## src/rtl/program_loader_pkg.sv

```systemverilog
// Shared constants for the program loader: widths, frame marker, FSM state codes
// and the checksum step used while a frame streams in.
package program_loader_pkg;

  localparam int DATA_W = 8;
  localparam int ADDR_W = 3;
  localparam int DEPTH  = 8;

  localparam logic [DATA_W-1:0] SYNC_BYTE = 8'hA5;

  localparam logic [2:0] ST_IDLE  = 3'd0;
  localparam logic [2:0] ST_LEN   = 3'd1;
  localparam logic [2:0] ST_DATA  = 3'd2;
  localparam logic [2:0] ST_CSUM  = 3'd3;
  localparam logic [2:0] ST_CHECK = 3'd4;
  localparam logic [2:0] ST_RUN   = 3'd5;

  function automatic logic [DATA_W-1:0] csum_step(input logic [DATA_W-1:0] acc,
                                                  input logic [DATA_W-1:0] data);
    return acc ^ data;
  endfunction

endpackage

```

## src/rtl/program_loader_ram.sv

```systemverilog
// 8x8 program memory: synchronous write, asynchronous read, cleared by rst_n.
module program_ram
  import program_loader_pkg::*;
(
  input  logic              clk,
  input  logic              rst_n,
  input  logic              we,
  input  logic [ADDR_W-1:0] waddr,
  input  logic [DATA_W-1:0] wdata,
  input  logic [ADDR_W-1:0] raddr,
  output logic [DATA_W-1:0] rdata
);

  logic [DATA_W-1:0] mem_r [DEPTH];

  // Storage array with whole-array clear on reset.
  always_ff @(posedge clk or negedge rst_n) begin
    if (!rst_n) begin
      for (int i = 0; i < DEPTH; i++) begin
        mem_r[i] <= '0;
      end
    end else if (we) begin
      mem_r[waddr] <= wdata;
    end
  end

  assign rdata = mem_r[raddr];

endmodule

```

## src/rtl/program_loader.sv

```systemverilog
// Framed-byte program loader: parses SYNC/LEN/DATA/CSUM frames into program_ram,
// serves the fetch port and releases the processor once a frame verifies.
module program_loader
  import program_loader_pkg::*;
(
  input  logic              clk,
  input  logic              rst_n,
  input  logic [DATA_W-1:0] rx_data,
  input  logic              rx_valid,
  output logic              rx_ready,
  input  logic [ADDR_W-1:0] address,
  output logic [DATA_W-1:0] instruction,
  output logic              run,
  output logic              busy,
  output logic              err,
  output logic [3:0]        loaded_len
);

  logic [2:0]        state_r;
  logic [2:0]        state_s;
  logic [3:0]        len_r;
  logic [ADDR_W-1:0] cnt_r;
  logic [DATA_W-1:0] acc_r;
  logic [DATA_W-1:0] csum_r;
  logic              run_r;
  logic              err_r;
  logic [3:0]        loaded_len_r;
  logic              accept_s;
  logic              is_sync_s;
  logic              len_ok_s;
  logic              last_s;
  logic              we_s;

  assign accept_s  = rx_valid && rx_ready;
  assign is_sync_s = (rx_data == SYNC_BYTE);
  assign len_ok_s  = (rx_data >= 8'd1) && (rx_data <= 8'(DEPTH));
  assign last_s    = ({1'b0, cnt_r} == (len_r - 4'd1));
  assign we_s      = accept_s && (state_r == ST_DATA);

  // Frame parser next-state decode.
  always_comb begin
    state_s = state_r;
    case (state_r)
      ST_IDLE: begin
        if (accept_s && is_sync_s) state_s = ST_LEN;
        else                       state_s = ST_IDLE;
      end
      ST_LEN: begin
        if (accept_s) state_s = len_ok_s ? ST_DATA : ST_IDLE;
        else          state_s = ST_LEN;
      end
      ST_DATA: begin
        if (accept_s && last_s) state_s = ST_CSUM;
        else                    state_s = ST_DATA;
      end
      ST_CSUM: begin
        if (accept_s) state_s = ST_CHECK;
        else          state_s = ST_CSUM;
      end
      ST_CHECK: begin
        if (csum_r == acc_r) state_s = ST_RUN;
        else                 state_s = ST_IDLE;
      end
      ST_RUN: begin
        if (accept_s && is_sync_s) state_s = ST_LEN;
        else                       state_s = ST_RUN;
      end
      default: state_s = ST_IDLE;
    endcase
  end

  // State, length/counter/checksum bookkeeping and the status outputs.
  always_ff @(posedge clk or negedge rst_n) begin
    if (!rst_n) begin
      state_r      <= ST_IDLE;
      len_r        <= 4'd0;
      cnt_r        <= '0;
      acc_r        <= '0;
      csum_r       <= '0;
      run_r        <= 1'b0;
      err_r        <= 1'b0;
      loaded_len_r <= 4'd0;
    end else begin
      state_r <= state_s;
      // run follows the state we are entering, so it drops right after a restart SYNC
      run_r   <= (state_s == ST_RUN);
      case (state_r)
        ST_LEN: begin
          if (accept_s && len_ok_s) begin
            len_r <= rx_data[3:0];
            cnt_r <= '0;
            acc_r <= '0;
          end else if (accept_s) begin
            err_r <= 1'b1;
          end
        end
        ST_DATA: begin
          if (accept_s) begin
            acc_r <= csum_step(acc_r, rx_data);
            cnt_r <= cnt_r + 3'd1;
          end
        end
        ST_CSUM: begin
          if (accept_s) csum_r <= rx_data;
        end
        ST_CHECK: begin
          if (csum_r == acc_r) begin
            loaded_len_r <= len_r;
            err_r        <= 1'b0;
          end else begin
            err_r <= 1'b1;
          end
        end
        default: begin
        end
      endcase
    end
  end

  program_ram u_ram (
    .clk   (clk),
    .rst_n (rst_n),
    .we    (we_s),
    .waddr (cnt_r),
    .wdata (rx_data),
    .raddr (address),
    .rdata (instruction)
  );

  assign rx_ready   = (state_r != ST_CHECK);
  assign busy       = (state_r == ST_LEN) || (state_r == ST_DATA) ||
                      (state_r == ST_CSUM) || (state_r == ST_CHECK);
  assign run        = run_r;
  assign err        = err_r;
  assign loaded_len = loaded_len_r;

endmodule

```

## config.mk

```make
export PLATFORM = sky130hd
export DESIGN_NAME = program_loader
export DESIGN_NICKNAME = d
export VERILOG_FILES = /design/src/rtl/program_loader_pkg.sv /design/src/rtl/program_loader_ram.sv /design/src/rtl/program_loader.sv
export SDC_FILE = /design/constraint.sdc
export NUM_CORES = 1
export LEC_CHECK = 0
export CAP_MARGIN = 0
export CORE_MARGIN = 2
export CORE_UTILIZATION = 25
export DETAILED_ROUTE_END_ITERATION = 16
export HOLD_SLACK_MARGIN = 0.12
export SETUP_SLACK_MARGIN = 0.4
export SLEW_MARGIN = 20
export SYNTH_ARGS = -nofsm -noshare
export SYNTH_HDL_FRONTEND = slang
export SYNTH_SLANG_ARGS = --single-unit
```

## constraint.sdc

```tcl
create_clock -name clk -period 5.9 [get_ports clk]
set_input_delay 0.59 -clock clk [delete_from_list [all_inputs] [get_ports clk]]
set_output_delay 0.59 -clock clk [all_outputs]
set_load 0.01 [all_outputs]
```

* Yosys cells after proc, flatten, opt, wreduce, memory -nomap -nowiden
Index checks and enable logic that the tools add are counted.
** Cells by class
- Multiplexer cells :: 24
- Reductions and logical operators :: 18
- Bitwise operators :: 3
- Order comparisons :: 5
- Equal/unequal tests :: 14
- Add/subtract/negate cells :: 2
** Operator list (number)
- bitwise mux 64 bit :: 1
- two-way mux 8 bit :: 5
- binary-select mux 8 bit (select 3 bit) :: 1
- demux 8 bit (select 3 bit) :: 1
- case mux 3 bit (6 select lines) :: 1
- case mux 8 bit (2 select lines) :: 1
- two-way mux 3 bit :: 5
- == test 3 bit (second input constant) :: 3
- == test 8 bit :: 1
- == test 8 bit (second input constant) :: 1
- greater-or-equal comparator 4 bit (second input constant) :: 2
- greater-or-equal comparator 8 x 1 -> 1 bit (second input constant) :: 1
- less-or-equal comparator 8 x 4 -> 1 bit (second input constant) :: 1
- != test 2 bit (second input constant) :: 4
- NOT 3 -> 4 bit :: 2
- bitwise XOR 8 bit :: 1
- logical AND 1 bit :: 7
- == test 3 x 2 -> 1 bit (second input constant) :: 2
- case mux 3 bit (2 select lines) :: 1
- AND reduction 2 bit :: 3
- AND reduction 3 bit :: 2
- two-way mux 1 bit :: 5
- == test 3 x 4 -> 1 bit :: 1
- < comparator 4 x 1 -> 1 bit (second input constant) :: 1
- 9 further kinds :: 13
** Storage, ports and cells
- Output and inout port bits :: 16
- Register bits after elaboration :: 96
- Input bits :: 14

* Longest topological paths before layout
- Depth after elaboration :: 6
- Depth in mapped cells :: 7
- Gate-level depth less buffers :: 6

* Hierarchy
A second synthesis with hierarchy kept.
** Second synthesis, totals
- Cells, all modules :: 317
- Area, all modules :: 4621.9 um^2
** By module, submodules not included
- program_ram :: instances 1, area each 2992.9 um^2, cells each 172
- program_loader :: instances 1, area each 1629.1 um^2, cells each 145

* Least setup slack after synthesis
Ideal clock, no wire load.
- Kind :: input to output
- Start point :: input port address[0]
- End point :: output port instruction[3]
- Path slack :: 3.385 ns
- Data required time :: 5.310 ns
- Arrival :: 1.925 ns
- Stages :: 4
- Buffers on the path :: 2
- Path through :: buf_2 > buf_2 > mux4_2 > mux2_2
** Between the ends
- Cells in the longest elaborated chain, start to end :: 4
** Ends and longest elaborated chain
- start: declaration :: RTL line program_loader.sv:11 : input logic [ADDR_W-1:0] address,
- NOT 3 -> 4 bit (not written as such) :: RTL line program_loader_ram.sv:27 : assign rdata = mem_r[raddr];
- binary-select mux 8 bit (select 3 bit) :: RTL line program_loader_ram.sv:27
- two-way mux 8 bit (not written as such) (2 in series) :: RTL line program_loader_ram.sv:27
- end: declaration :: RTL line program_loader.sv:12 : output logic [DATA_W-1:0] instruction,
Every way passes these cells. The select of a mux whose other input is x is not followed.

* Worst setup path in the final report
- Start point :: input port address[1]
- End point :: output port instruction[4]
The elaborated chain is that of the path after synthesis.

==> results.py <==
metrics = {
    "logic_synthesis": {
        "synth_fa_ha_area_share_pct": 0.555,
        "synth.top_cell.area_share_pct": 53.3,
        "yosys-top-cells-area": "dfrtp_1 53%, mux2_2 20%, mux4_2 8.0%",
        "synth_edf_count": 0,
        "yosys_warnings": 0,
        "synth_area_per_cell_sq_um": 13.8,
        "synth_cell_type_count": 38,
        "synth_compound_area_share_pct": 2.67,
        "synthCells": 326,
        "yosysTopAreaCell": "dfrtp_1",
        "async_reset_ff_share_pct": 100,
        "synth_xor_area_share_pct": 4.47,
        "syn_area_sq_mm": 0.00451,
        "ys_ff_latch": 96,
        "synth_top_family_by_area": "multiplexers",
        "postSynthNetCount": 342,
        "ys_seq_area_share_pct": 53.3,
        "ys.flop_type": "dfrtp_1",
        "synthMuxAreaShare_pct": 28.2,
        "synth_simple_gate_area_share_pct": 7.97,
    },
    "min_path": {
        "hp-class": "reg -> reg",
        "hold_end": "err",
        "hold_depth": 1,
        "min_from": "err",
    },
    "drt": {
        "drc": 0,
        "vias_per_cell": 4.61,
        "drtAntennaViolNets": 0,
        "finalWirelength_um": 9340,
        "post_drt_wl_per_cell_um": 16.1,
        "vias": 2670,
        "drt_iter0_markers": 112,
        "first_pass_iters": 4,
    },
    "critical_path": {
        "path_class": "in -> out",
        "worstPathMaxFanout": 16,
        "slowest_stage": "clkdlybuf4s50_1",
        "path_common_cell": "clkdlybuf4s50_1",
        "cp-end-kind": "output port",
        "cp.arrival_ps": 2740,
        "reg2reg_to": "u_ram.mem_r[44]",
        "r2r_cells": 4,
        "worstReg2RegStart": "state_r[0]",
        "max_stage_delay_ps": 960,
        "path_cells": "clkdlybuf4s50_1 > mux4_2 > mux2_2 > clkdlybuf4s50_1",
        "crit_path_start_kind": "primary input",
        "crit_required_ps": 5310,
        "r2r_slack_ps": 3470,
    },
    "clock_network": {
        "ctsResizeCount": 0,
        "cts_buffers": 9,
        "insertion_delay_ps": 340,
        "post_cts_buffers": 0,
        "clock_sinks": 96,
        "clk_pin_slew_ps": 70,
        "cts_tree": "yes",
        "cts_buffer_depth": 2,
        "htreeDepth": 3,
        "clk_root_buffer_cell": "clkbuf_16",
    },
    "run_status": {
        "outcome": "finished, final reports clean",
    },
    "final_layout": {
        "num_antenna_cells": 0,
        "design_area_sq_mm": 0.00529,
        "areaGrowthSynthToFinish_pct": 17.4,
        "nets": 362,
        "drive_gt1_share_pct": 34.9,
    },
    "global_routing": {
        "antenna_found_initial": 0,
        "grt_remaining_overflow": 0,
        "grt_max_degree": 79,
        "grt_usage_pct": 10.1,
        "grt_pass1_wl_um": 15000,
        "grt_pass1_vias": 2747,
    },
    "place": {
        "io_buffers": 29,
        "dpl_cell_area_sq_mm": 0.00499,
        "dp_hpwl_um": 6230,
        "gp_congestion": 0.785,
    },
    "pwr": {
        "finalPower_uw": 1600,
        "power.leakage_uw": 0.00235,
        "switching_share_pct": 25.0,
        "sequentialPowerShare_pct": 48.7,
        "powerDensity_mw_per_mm2": 302,
        "combinationalPowerShare_pct": 14.9,
        "internal-power_uw": 1200,
        "ir_drop_mv": 0.121,
        "clkPwrFrac_pct": 36.4,
        "p_switching_uw": 398,
    },
    "sta": {
        "finalCriticalPeriod_ps": 3330,
        "clock.fmax_mhz": 300,
        "finalSetupTns_ps": 0,
        "period_share_pct": 56.4,
        "slew_headroom_pct": 35.3,
        "tightest_slew_ps": 970,
        "rsz0062_at_grt": "no",
        "setup_viol": 0,
        "drv_slew": 0,
        "clock_skew_ps": 9.93,
        "hold_viol": 0,
    },
    "floorplan": {
        "fp.dieW_um": 138,
        "io_pins": 30,
        "initial_core_util_pct": 25.3,
        "die_h_um": 138,
        "core_region_area_sq_mm": 0.0178,
        "dieArea_sq_mm": 0.0191,
        "rows": 49,
    },
    "job": {
        "maxCapViolations": 0,
    },
}
power groups by stage:
stage	registers (uW)	clock network (uW)	logic [uW]
after floorplan	777	0	160
after global placement	787	0	235
after detailed placement	790	0	241
after CTS	778	596	242
after global routing	788	621	263
final	777	581	238
cell type report:
class,instances,area (sq um)
Clock buffer,11,243
Clock inverter,4,53.8
Fill cell,1769,12600
Inverter,5,18.8
Multi-Input combinational cell,202,1980
Sequential cell,96,2400
Tap cell,229,287
Timing Repair Buffer,32,308
metal layers:
metal  vias to the layer above  global-route usage, %  part of all wire, %  wire length (um)
met5                         -                      0                    0                 0
met4                         0                   5.26                  3.7               350
li1                       1207                      -                    -                 -
met2                        61                   16.9                   49              4570
met3                        24                   2.49                  3.7               342
met1                      1378                   12.2                   44              4070
per-stage QoR:
| stage | instances | hold WS (ps) | utilization, % | worst slack (ps) |
|---|---|---|---|---|
| 6_report | 579 | 487 | 29.7 | 2570 |
| 4_1_cts | 579 | 495 | 29.7 | 2000 |
| 2_1_floorplan | 326 | 294 | - | 3390 |
| 3_5_place_dp | 563 | 479 | 28.0 | 2000 |
| 3_3_place_gp | 563 | 472 | 28.0 | 1970 |
| 5_1_grt | 579 | 512 | 29.7 | 2460 |
layout by cell type, fill, tap and decap left out, types with 2 or more instances in the layout:
| master | instances |
|---|---|
| a21oi_1 | 3 |
| buf_4 | 3 |
| clkbuf_16 | 9 |
| clkdlybuf4s50_1 | 27 |
| clkinvlp_4 | 2 |
| dfrtp_1 | 96 |
| ha_1 | 2 |
| inv_1 | 5 |
| mux2_2 | 81 |
| mux4_2 | 16 |
| nand2_1 | 19 |
| nand2b_1 | 4 |
| nand3_1 | 4 |
| nand4_1 | 4 |
| nand4b_1 | 3 |
| nor2_1 | 11 |
| nor3_1 | 3 |
| nor3b_4 | 2 |
| o21ai_0 | 9 |
| or3_1 | 2 |
| xnor2_1 | 12 |
| xor2_1 | 11 |
state kept, by name (all words and copies together) (netlist names):
name         flops
u_ram.mem_r     64
acc_r            8
csum_r           8
len_r            4
loaded_len       4
cnt_r            3
state_r          3
err              1
run              1
worst max path at each step:
stage | slack [ps] | start | to
floorplan | 3390 | address[0] | instruction[3]
global placement | 1970 | address[0] | instruction[4]
detailed placement | 2000 | address[0] | instruction[4]
CTS | 2000 | address[0] | instruction[4]
global route | 2460 | address[1] | instruction[7]
finish | 2570 | address[1] | instruction[4]
timing repair:
item | CTS | global route
hold buffers | 1 | 0
endpoints found under the hold margin | 18 | 0
setup endpoints to repair | 0 | 0
kinds of logic after synthesis:
group / Yosys count
mux: 97
flops: 96
simple gates: 61
buf+inv: 28
xor+xnor: 23
compound gates: 19
fa+ha+maj: 2
synthesized netlist by cell type (2+ instances only):
| cell | number |
|---|---|
| mux2_2 | 81 |
| buf_6 | 2 |
| o21ai_0 | 9 |
| nand2_1 | 19 |
| nand4b_1 | 3 |
| inv_1 | 5 |
| nor3b_4 | 2 |
| ha_1 | 2 |
| xnor2_1 | 12 |
| nand3_1 | 4 |
| nor2_1 | 11 |
| nand2b_1 | 4 |
| or3_1 | 2 |
| a21oi_1 | 3 |
| mux4_2 | 16 |
| buf_2 | 5 |
| xor2_1 | 11 |
| buf_1 | 3 |
| dfrtp_1 | 96 |
| clkbuf_1 | 13 |
| nor3_1 | 3 |
| nand4_1 | 4 |
critical path, delay by kind of cell:
kind     cells  cell delay [ps]
buf+inv      2             1450
mux          2              690
(Power assumes the default switching activity.)
